`src/rtl/fifo_arb_pkg.sv`:
```
// fifo_arb_pkg: shared types and helpers for the fifo write arbiter.
// Optional feature macro: FIFO_ARB_LOCK_EN (burst lock FSM).
`ifndef FIFO_ARB_PKG_SV
`define FIFO_ARB_PKG_SV

// Field slicing of a {src_id, payload} fifo word.
`define FIFO_ARB_TAG(dl, sw) (dl) +: (sw)
`define FIFO_ARB_PAY(dl) 0 +: (dl)

package fifo_arb_pkg;

    typedef enum logic {
        ARB_IDLE   = 1'b0,
        ARB_LOCKED = 1'b1
    } arb_state_e;

    function automatic int clog2_req(input int n);
        int r;
        r = 1;
        for (int i = 1; i < 31; i++) begin
            if ((1 << i) < n) r = i + 1;
        end
        return r;
    endfunction

endpackage

`endif

```
`src/rtl/fifo_wr_arbiter_rr.sv`:
```
// rr_arbiter: combinational round-robin picker.
// Grants the first requester above ptr, wrapping at N.
module rr_arbiter
    import fifo_arb_pkg::*;
#(
    parameter int N   = 4,
    parameter int IDW = clog2_req(N)
) (
    input  logic [N-1:0]   req,
    input  logic [IDW-1:0] ptr,
    output logic [N-1:0]   gnt,
    output logic [IDW-1:0] gnt_id
);

    logic [IDW-1:0] idx;

    // scan from farthest to nearest so the nearest requester wins
    always_comb begin
        gnt    = '0;
        gnt_id = '0;
        idx    = '0;
        for (int k = N; k >= 1; k--) begin
            idx = IDW'((int'(ptr) + k) % N);
            if (req[idx]) begin
                gnt      = '0;
                gnt[idx] = 1'b1;
                gnt_id   = idx;
            end
        end
    end

endmodule

```
`src/rtl/fifo_wr_arbiter.sv`:
```
// fifo_wr_arbiter: round-robin sharing of one fifo write port.
// Optional macro FIFO_ARB_LOCK_EN keeps bursts contiguous.
module fifo_wr_arbiter
    import fifo_arb_pkg::*;
#(
    parameter int NUM_REQ    = 4,
    parameter int DATA_LEN   = 32,
    parameter int AddR_Width = 6,
    parameter int SRC_W      = 2
) (
    input  logic                        clk,
    input  logic                        rst,
    input  logic [NUM_REQ-1:0]          req_valid,
    input  logic [NUM_REQ*DATA_LEN-1:0] req_data,
    input  logic [NUM_REQ-1:0]          req_last,
    output logic [NUM_REQ-1:0]          req_ready,
    output logic                        fifo_wen,
    output logic [SRC_W+DATA_LEN-1:0]   fifo_wdata,
    input  logic                        cons_pop,
    output logic                        fifo_ren,
    output logic [AddR_Width:0]         level,
    output logic                        full,
    output logic                        empty
);

    localparam int LW    = AddR_Width + 1;
    localparam int DEPTH = 2 ** AddR_Width;
    localparam logic [LW-1:0] LVL_MAX = LW'(DEPTH);

    logic [SRC_W-1:0]    rr_ptr;
    logic [SRC_W-1:0]    gnt_id;
    logic [NUM_REQ-1:0]  arb_req;
    logic [NUM_REQ-1:0]  gnt;
    logic [DATA_LEN-1:0] pay;
    logic                space;
    logic                accept;

    rr_arbiter #(
        .N   (NUM_REQ),
        .IDW (SRC_W)
    ) u_rr (
        .req    (arb_req),
        .ptr    (rr_ptr),
        .gnt    (gnt),
        .gnt_id (gnt_id)
    );

    assign full     = (level == LVL_MAX);
    assign empty    = (level == '0);
    assign fifo_ren = ~rst & cons_pop & ~empty;
    assign space    = ~full | fifo_ren;

    assign req_ready = (rst | ~space) ? '0 : gnt;
    assign fifo_wen  = |(req_valid & req_ready);
    assign accept    = fifo_wen;

    // payload mux driven by the one-hot grant
    always_comb begin
        pay = '0;
        for (int i = 0; i < NUM_REQ; i++) begin
            if (gnt[i]) pay = req_data[i*DATA_LEN +: DATA_LEN];
        end
    end

    assign fifo_wdata[`FIFO_ARB_TAG(DATA_LEN, SRC_W)] = gnt_id;
    assign fifo_wdata[`FIFO_ARB_PAY(DATA_LEN)]        = pay;

`ifdef FIFO_ARB_LOCK_EN
    arb_state_e       state;
    arb_state_e       state_nx;
    logic [SRC_W-1:0] lock_id;
    logic [SRC_W-1:0] lock_id_nx;
    logic             gnt_last;

    assign gnt_last = |(req_last & gnt);
    assign arb_req  = (state == ARB_LOCKED)
                    ? (req_valid & (NUM_REQ'(1) << lock_id))
                    : req_valid;

    // lock state and owner registers
    always_ff @(posedge clk) begin
        if (rst) begin
            state   <= ARB_IDLE;
            lock_id <= '0;
        end else begin
            state   <= state_nx;
            lock_id <= lock_id_nx;
        end
    end

    // open a lock on a non-final beat, release it on the final one
    always_comb begin
        state_nx   = state;
        lock_id_nx = lock_id;
        unique case (state)
            ARB_IDLE: begin
                if (accept && !gnt_last) begin
                    state_nx   = ARB_LOCKED;
                    lock_id_nx = gnt_id;
                end
            end
            ARB_LOCKED: begin
                if (accept && gnt_last) state_nx = ARB_IDLE;
            end
            default: state_nx = ARB_IDLE;
        endcase
    end
`else
    logic unused_last;

    assign unused_last = ^req_last;
    assign arb_req     = req_valid;
`endif

    // pointer follows the last accepted requester
    always_ff @(posedge clk) begin
        if (rst) begin
            rr_ptr <= SRC_W'(NUM_REQ - 1);
        end else if (accept) begin
            rr_ptr <= gnt_id;
        end
    end

    // occupancy tracks writes minus pops
    always_ff @(posedge clk) begin
        if (rst) begin
            level <= '0;
        end else if (fifo_wen && !fifo_ren) begin
            level <= level + 1'b1;
        end else if (!fifo_wen && fifo_ren) begin
            level <= level - 1'b1;
        end
    end

endmodule

```
`config.mk`:
```
export PLATFORM = sky130hd
export DESIGN_NAME = fifo_wr_arbiter
export DESIGN_NICKNAME = d
export VERILOG_FILES = /design/src/rtl/fifo_arb_pkg.sv /design/src/rtl/fifo_wr_arbiter_rr.sv /design/src/rtl/fifo_wr_arbiter.sv
export SDC_FILE = /design/constraint.sdc
export NUM_CORES = 1
export LEC_CHECK = 0
export ABC_AREA = 1
export CELL_PAD_IN_SITES_DETAIL_PLACEMENT = 0
export CELL_PAD_IN_SITES_GLOBAL_PLACEMENT = 1
export CORE_ASPECT_RATIO = 1.1
export CORE_UTILIZATION = 20
export DETAILED_ROUTE_END_ITERATION = 10
export HOLD_SLACK_MARGIN = 0.12
export PLACE_DENSITY = 0.85
export SLEW_MARGIN = 20
export SYNTH_ARGS = -nofsm -noshare
export SYNTH_HDL_FRONTEND = slang
export SYNTH_SLANG_ARGS = --single-unit
```
`constraint.sdc`:
```
create_clock -name clk -period 3.72 [get_ports clk]
set_input_delay 0.558 -clock clk [delete_from_list [all_inputs] [get_ports clk]]
set_output_delay 0.558 -clock clk [all_outputs]
set_load 0.005 [all_outputs]
```
# --- Word-level counts from Yosys, hierarchy flattened ---
# Cells that the tools add are included.
word_totals:
  register_bits: 9
  latchBits: 0
  ramBits: 0
  mem_bits_ro: 0
  in_bits: 139
  out_inout_bits: 49
  elab_cells: 68
  mem_count: 0
classes:
  addsub: 6
  n_mul: 0
  n_div: 0
  magnitude_cmp: 8
  eq_ne: 1
  n_shift: 0
  mux: 31
  n_bitwise: 9
  n_reduce_logical: 11
op_table:
  columns: ["cell", "n"]
  rows:
  - ["$mux 32", 4]
  - ["$mux 4", 5]
  - ["$mux 7", 2]
  - ["$lt 2x3->1 const B", 4]
  - ["$bmux 1 s2", 4]
  - ["$demux 1 s2", 4]
  - ["$ge 2x1->1 const B", 4]
  - ["$mux 1", 8]
  - ["$mux 2", 4]
  - ["$add 7x1->7 const B", 1]
  - ["$eq 7x7->1 const B", 1]
  - ["$logic_not 7->1", 1]
  - ["$sub 7x1->7 const B", 1]
  - ["$logic_and 1x1->1", 6]
  - ["$add 2x1->2 const B", 2]
  - ["$add 2x2->2 const B", 2]
  - ["$and 4x4->4", 1]
  - ["$not 1->1", 4]
  - ["$reduce_or 4->1", 1]
  - ["$and 1x1->1", 2]
  - ["$logic_not 1->1", 2]
  - ["$or 1x1->1", 2]
  - ["$reduce_bool 2->1", 1]

# --- Longest topological paths before layout ---
depth:
  depth_word: 16
  ltp_mapped: 24
  ltp_nobuf: 24

# --- By module ---
# A second synthesis with hierarchy kept.
unflattened:
  cells_unflattened: 340
  area_unflattened_um2: 2020.7
modules_own_cells:
  columns: ["mod", "instances", "cells_each", "area_per_inst_um2", "seq_area_each_um2"]
  rows:
  - ["fifo_wr_arbiter", 1, 253, 1564.0, 180.2]
  - ["rr_arbiter", 1, 87, 456.7, 0.0]

# --- Least setup slack after synthesis ---
# OpenSTA, ideal clock, no wires.
synth_path:
  path_kind: "register to register"
  start: "register rr_ptr[0]"
  end: "register level[5]"
  setup_time_ps: 115
  arrival_time_ps: 3236
  required_time_ps: 3605
  slack_ps: 369
  stages_incl_launch_ff: 24
  n_path_buf: 0
  period_less_slack_ps: 3351
  cell_sequence: "dfxtp_1 inv_2 ha_1 inv_1 nand3_1 nand2_1 inv_2 a21oi_1 nand2_1 nand2_1 nand3_1 nand2_1 inv_1 nand2_1 ha_1 inv_1 ha_1 a21oi_1 nand2_1 a21oi_1 o21ai_0 xor2_1 o21ai_0 inv_1"
synth_via:
  elab_chain_cells: 15
  word_cells_on_any_way: 44
  classes_between: "add/sub: 4; order compare: 8; mux: 22; bitwise: 1; reduce/logical: 9"
synth_rtl:
  columns: ["item", "line_no", "text"]
  rows:
  - ["start, declared", "fifo_wr_arbiter.sv:30", "logic [SRC_W-1:0] rr_ptr;"]
  - ["start signal, assigned", "fifo_wr_arbiter.sv:118", "rr_ptr <= SRC_W'(NUM_REQ - 1);"]
  - ["start signal, assigned", "fifo_wr_arbiter.sv:120", "rr_ptr <= gnt_id;"]
  - ["$add 2x1->2", "fifo_wr_arbiter_rr.sv:23", "idx = IDW'((int'(ptr) + k) % N);"]
  - ["$lt 2x3->1 (implied by the code) / $ge 2x1->1 (equally long branches)", "fifo_wr_arbiter_rr.sv:26", "gnt[idx] = 1'b1;"]
  - ["$logic_and 1x1->1 (implied by the code)", "fifo_wr_arbiter_rr.sv:26", null]
  - ["$mux 1 (implied by the code)", "fifo_wr_arbiter_rr.sv:26", null]
  - ["$demux 1 s2", null, null]
  - ["$mux 4 (3 in a row)", "fifo_wr_arbiter_rr.sv:24", "if (req[idx]) begin"]
  - ["$mux 4 *", "fifo_wr_arbiter_rr.sv:24", null]
  - ["$mux 4 *", "fifo_wr_arbiter.sv:53", "assign req_ready = (rst | ~space) ? '0 : gnt;"]
  - ["$and 4x4->4 *", "fifo_wr_arbiter.sv:54", "assign fifo_wen = |(req_valid & req_ready);"]
  - ["$reduce_or 4->1 *", "fifo_wr_arbiter.sv:54", null]
  - ["via fifo_wen", "fifo_wr_arbiter.sv:17", "output logic fifo_wen,"]
  - ["$logic_not 1->1", "fifo_wr_arbiter.sv:130", "end else if (!fifo_wen && fifo_ren) begin"]
  - ["$logic_and 1x1->1", "fifo_wr_arbiter.sv:130", null]
  - ["$reduce_bool 2->1 (no source line)", null, null]
  - ["end signal, assigned", "fifo_wr_arbiter.sv:129", "level <= level + 1'b1;"]
  - ["end signal, assigned", "fifo_wr_arbiter.sv:131", "level <= level - 1'b1;"]
  - ["end, declared", "fifo_wr_arbiter.sv:21", "output logic [AddR_Width:0] level,"]
# The timed path passes the listed nets; every way through them passes the cells marked *. The select of a mux whose other input is x is not followed.
# A chain may end at the register's enable or synchronous reset.

# --- Worst setup path after layout ---
layout_path:
  start: "input req_valid[1]"
  end: "output fifo_wdata[0]"
layout_via:
  elab_chain_cells: 10
  word_cells_on_any_way: 16
  classes_between: "mux: 16"
layout_rtl:
  columns: ["item", "line_no", "text"]
  rows:
  - ["start, declared", "fifo_wr_arbiter.sv:13", "input logic [NUM_REQ-1:0] req_valid,"]
  - ["$bmux 1 s2", "fifo_wr_arbiter_rr.sv:24", null]
  - ["$mux 1 (implied by the code)", "fifo_wr_arbiter_rr.sv:24", null]
  - ["$mux 4 (3 in a row)", "fifo_wr_arbiter_rr.sv:24", null]
  - ["$mux 4 *", "fifo_wr_arbiter_rr.sv:24", null]
  - ["$mux 32 (3 in a row)", "fifo_wr_arbiter.sv:61", "if (gnt[i]) pay = req_data[i*DATA_LEN +: DATA_LEN];"]
  - ["$mux 32 *", "fifo_wr_arbiter.sv:61", null]
  - ["end, declared", "fifo_wr_arbiter.sv:18", "output logic [SRC_W+DATA_LEN-1:0] fifo_wdata,"]
# Every way passes the cells marked *; elsewhere a longest branch is shown, timed or not. The select of a mux whose other input is x is not followed.

==> qor.csv <==
metric,value,unit
"Distinct cells, synth",28,
unrepaired setup endpoints after global routing,no,
f_max,285,MHz
drt pass-1 iters,4,
largest net degree at the start of global routing,33,
Clock transition at path regs,0.04,ns
total number of vias,3470,
Final Hold Fails,0,
Post-synth top cells,"nand2_1, nor2_1, a21oi_1",
CP endpoint kind,output pin,
Layout area overhead,104,%
WL/cell,13.7,microns
cell area after synthesis,2260,sq um
Worst Hold Path EP,level[6],
I/O Pins,188,
RePlAce Congestion,0.868,
Syn Nets,575,
Mapped Cells,422,
critical path class,in -> out,
Non-Filler Instances,762,
leak pwr,2.10,nW
reg2reg end,level[5],
slew margin rel.,0.732,
Fill cells,1112,
Num CTS Buffers,3,
Placed Area,4420,sq um
vias in the first global route,3242,
Post-CTS Hold Buffers,0,
Worst Skew,0.00609,ns
Setup-failing EPs final,0,
min-delay src,level[6],
Die Y,113,microns
placed insts,755,
hold path depth,2,
Synth area leader,nand2_1,
Startpoint Class,input port,
H-Tree Depth,1,
most numerous cell in the Yosys netlist,nand2_1,
# diodes,0,
Setup TNS,0,ns
Hold/Removal Path Class,reg -> reg,
PD cells,1220,nW/um^2
clock insertion delay at the later pin of the skew report,0.24,ns
Clock Sinks,9,
PortBufs,183,
"Slew Viols, Final",0,
top post-synthesis cells by area,"nand2_1, o21bai_1, a21oi_1",
die footprint,11700,sq um
share of cells above drive strength 1,0.0927,
Core Box Area,11000,sq um
Post-synth EDFFs,0,
Syn. warnings,0,
first-pass GRT wire length,15.1,mm
post-synthesis register bit count,9,
vias per inst,4.55,
dpl hpwl,7.82,mm
"Async S/R FF share, synth",0,
Peak VDD IR,0.000500,V
sequential area share after synthesis,0.0798,
Initial DRC Count,123,
fin nets,769,
Worst EP required,3.16,ns
status,"complete, no violations",
initial core utilization,0.206,
share of the synthesized area in the top cell type,0.226,
clk root buf,clkbuf_16,
measured slew at the worst slew-check pin,0.398,ns
mean post-synth cell area,5.35,sq um
WHS,0.530,ns
Most used DFF post-synth,dfxtp_1,
Worst Reg-to-Reg Cells,22,
Overflow after GRT,0,
die width,103,microns
routed wire length,10.4,mm
Total GRT Usage,0.161,
initial antenna violation count,0,
Final Cell Area,4600,sq um
CTS tree,yes,
Worst R2R Setup Slack,0.35,ns
"Arr. time, crit path",2.95,ns
max-cap violations,0,
CP Max Fanout,31,
worst r2r src,rr_ptr[0],
CTS Buffer Depth,2,
Tmin final,3.51,ns
Rows,40,
Final period util,0.944,
DR DRC count,0,
Routed Antenna Nets,0,
==> area by class of cell <==
class | count | area [sq um] | area share
Multi-Input combinational cell | 358 | 1870 | 0.405
Timing Repair Buffer | 212 | 2170 | 0.471
Clock buffer | 3 | 75.1 | 0.0163
Clock inverter | 1 | 5.00 | 0.00109
Tap cell | 147 | 184 | 0.0399
Inverter | 32 | 124 | 0.0269
Sequential cell | 9 | 180 | 0.0391
==> power breakdown <==
part           total (mW)  switching (mW)  internal (mW)
registers           0.180          0.0445          0.136
clock network       0.193          0.0512          0.142
logic                5.24            2.50           2.74
total                5.62            2.60           3.02
==> cell usage in the layout, fill, tap and decap left out, types with 2 or more instances in the layout <==
master           netlist  routed
dfxtp_1                9       9
nand2_2                2       6
nand3_1               18      17
inv_2                  3       4
o21ai_0               41      41
a21oi_1               45      44
buf_12                 0       7
nand4_1                3       3
a21oi_2                1       2
clkdlybuf4s50_1        0     180
nand2_1              136     131
nand2_4                0       2
clkbuf_16              0       4
inv_1                 29      27
xor2_1                 6       6
buf_4                  2      19
buf_6                  4       2
dlymetal6s2s_1         0       3
nand3_2                2       2
ha_1                  13      12
nor2_2                 4       4
nor2_1                47      47
o21bai_1              32      32
==> state kept, by name, summed over array words and instances, names as in the netlist <==
register and flops:
level 7, rr_ptr 2
==> cells by family (layout without fill, tap and decap cells) <==
group | count (synthesis) | in the layout | share of synthesized area
and+or+nand+nor | 216 | 217 | 0.389
adders and majority gates | 14 | 14 | 0.0809
buffers and inverters | 56 | 248 | 0.119
DFF | 9 | 9 | 0.0798
xor gates and xnor gates | 6 | 6 | 0.0233
AOI/OAI and AO/OA | 120 | 120 | 0.304
muxes | 1 | 1 | 0.00443
==> per-stage QoR <==
step	power [mW]	util	setup slack [ns]
3_5_place_dp	5.28	0.403	-0.0644
3_3_place_gp	5.21	0.403	0.0517
6_report	5.62	0.420	0.210
4_1_cts	5.51	0.410	0.0680
2_1_floorplan	2.83	-	0.369
5_1_grt	6.21	0.420	0.00275
==> layer usage <==
layer  vias up  GRT usage  wire length, microns
met1      1545      0.173                  4210
met5         -          0                     0
li1       1764          -                     -
met4         0     0.0310                   106
met3        12     0.0270                   845
met2       149      0.322                  5270
==> what timing repair did <==
| action | 4_1_cts | 5_1_grt |
|---|---|---|
| resized for setup | 0 | 17 |
| endpoints found under the setup margin | 0 | 34 |
| buffers inserted | 0 | 1 |
==> how the worst max path moves through the flow <==
stage                 start       endpoint  slack [ns]  cells after the start
6_report       req_valid[1]  fifo_wdata[0]        0.21                     16
5_1_grt        req_valid[1]  fifo_wdata[0]       0.003                     16
4_1_cts        req_valid[2]  fifo_wdata[0]        0.07                     16
3_5_place_dp   req_valid[2]       level[5]       -0.06                     23
3_3_place_gp   req_valid[0]       level[5]        0.05                     23
2_1_floorplan     rr_ptr[0]       level[5]        0.37                     23
==> worst max-delay path, cell delays in order <==
cell and delay [ns]:
clkdlybuf4s50_1 0.52, inv_1 0.05, nand2_1 0.09, nand3_2 0.14
nand2_4 0.12, buf_4 0.12, nor2_1 0.04, nand2_1 0.07
nand3_2 0.09, nand2_4 0.12, buf_12 0.19, nor2_1 0.06
a21oi_1 0.11, o21bai_1 0.11, nand2_1 0.08, clkdlybuf4s50_1 0.49
(Power assumes the default switching activity.)
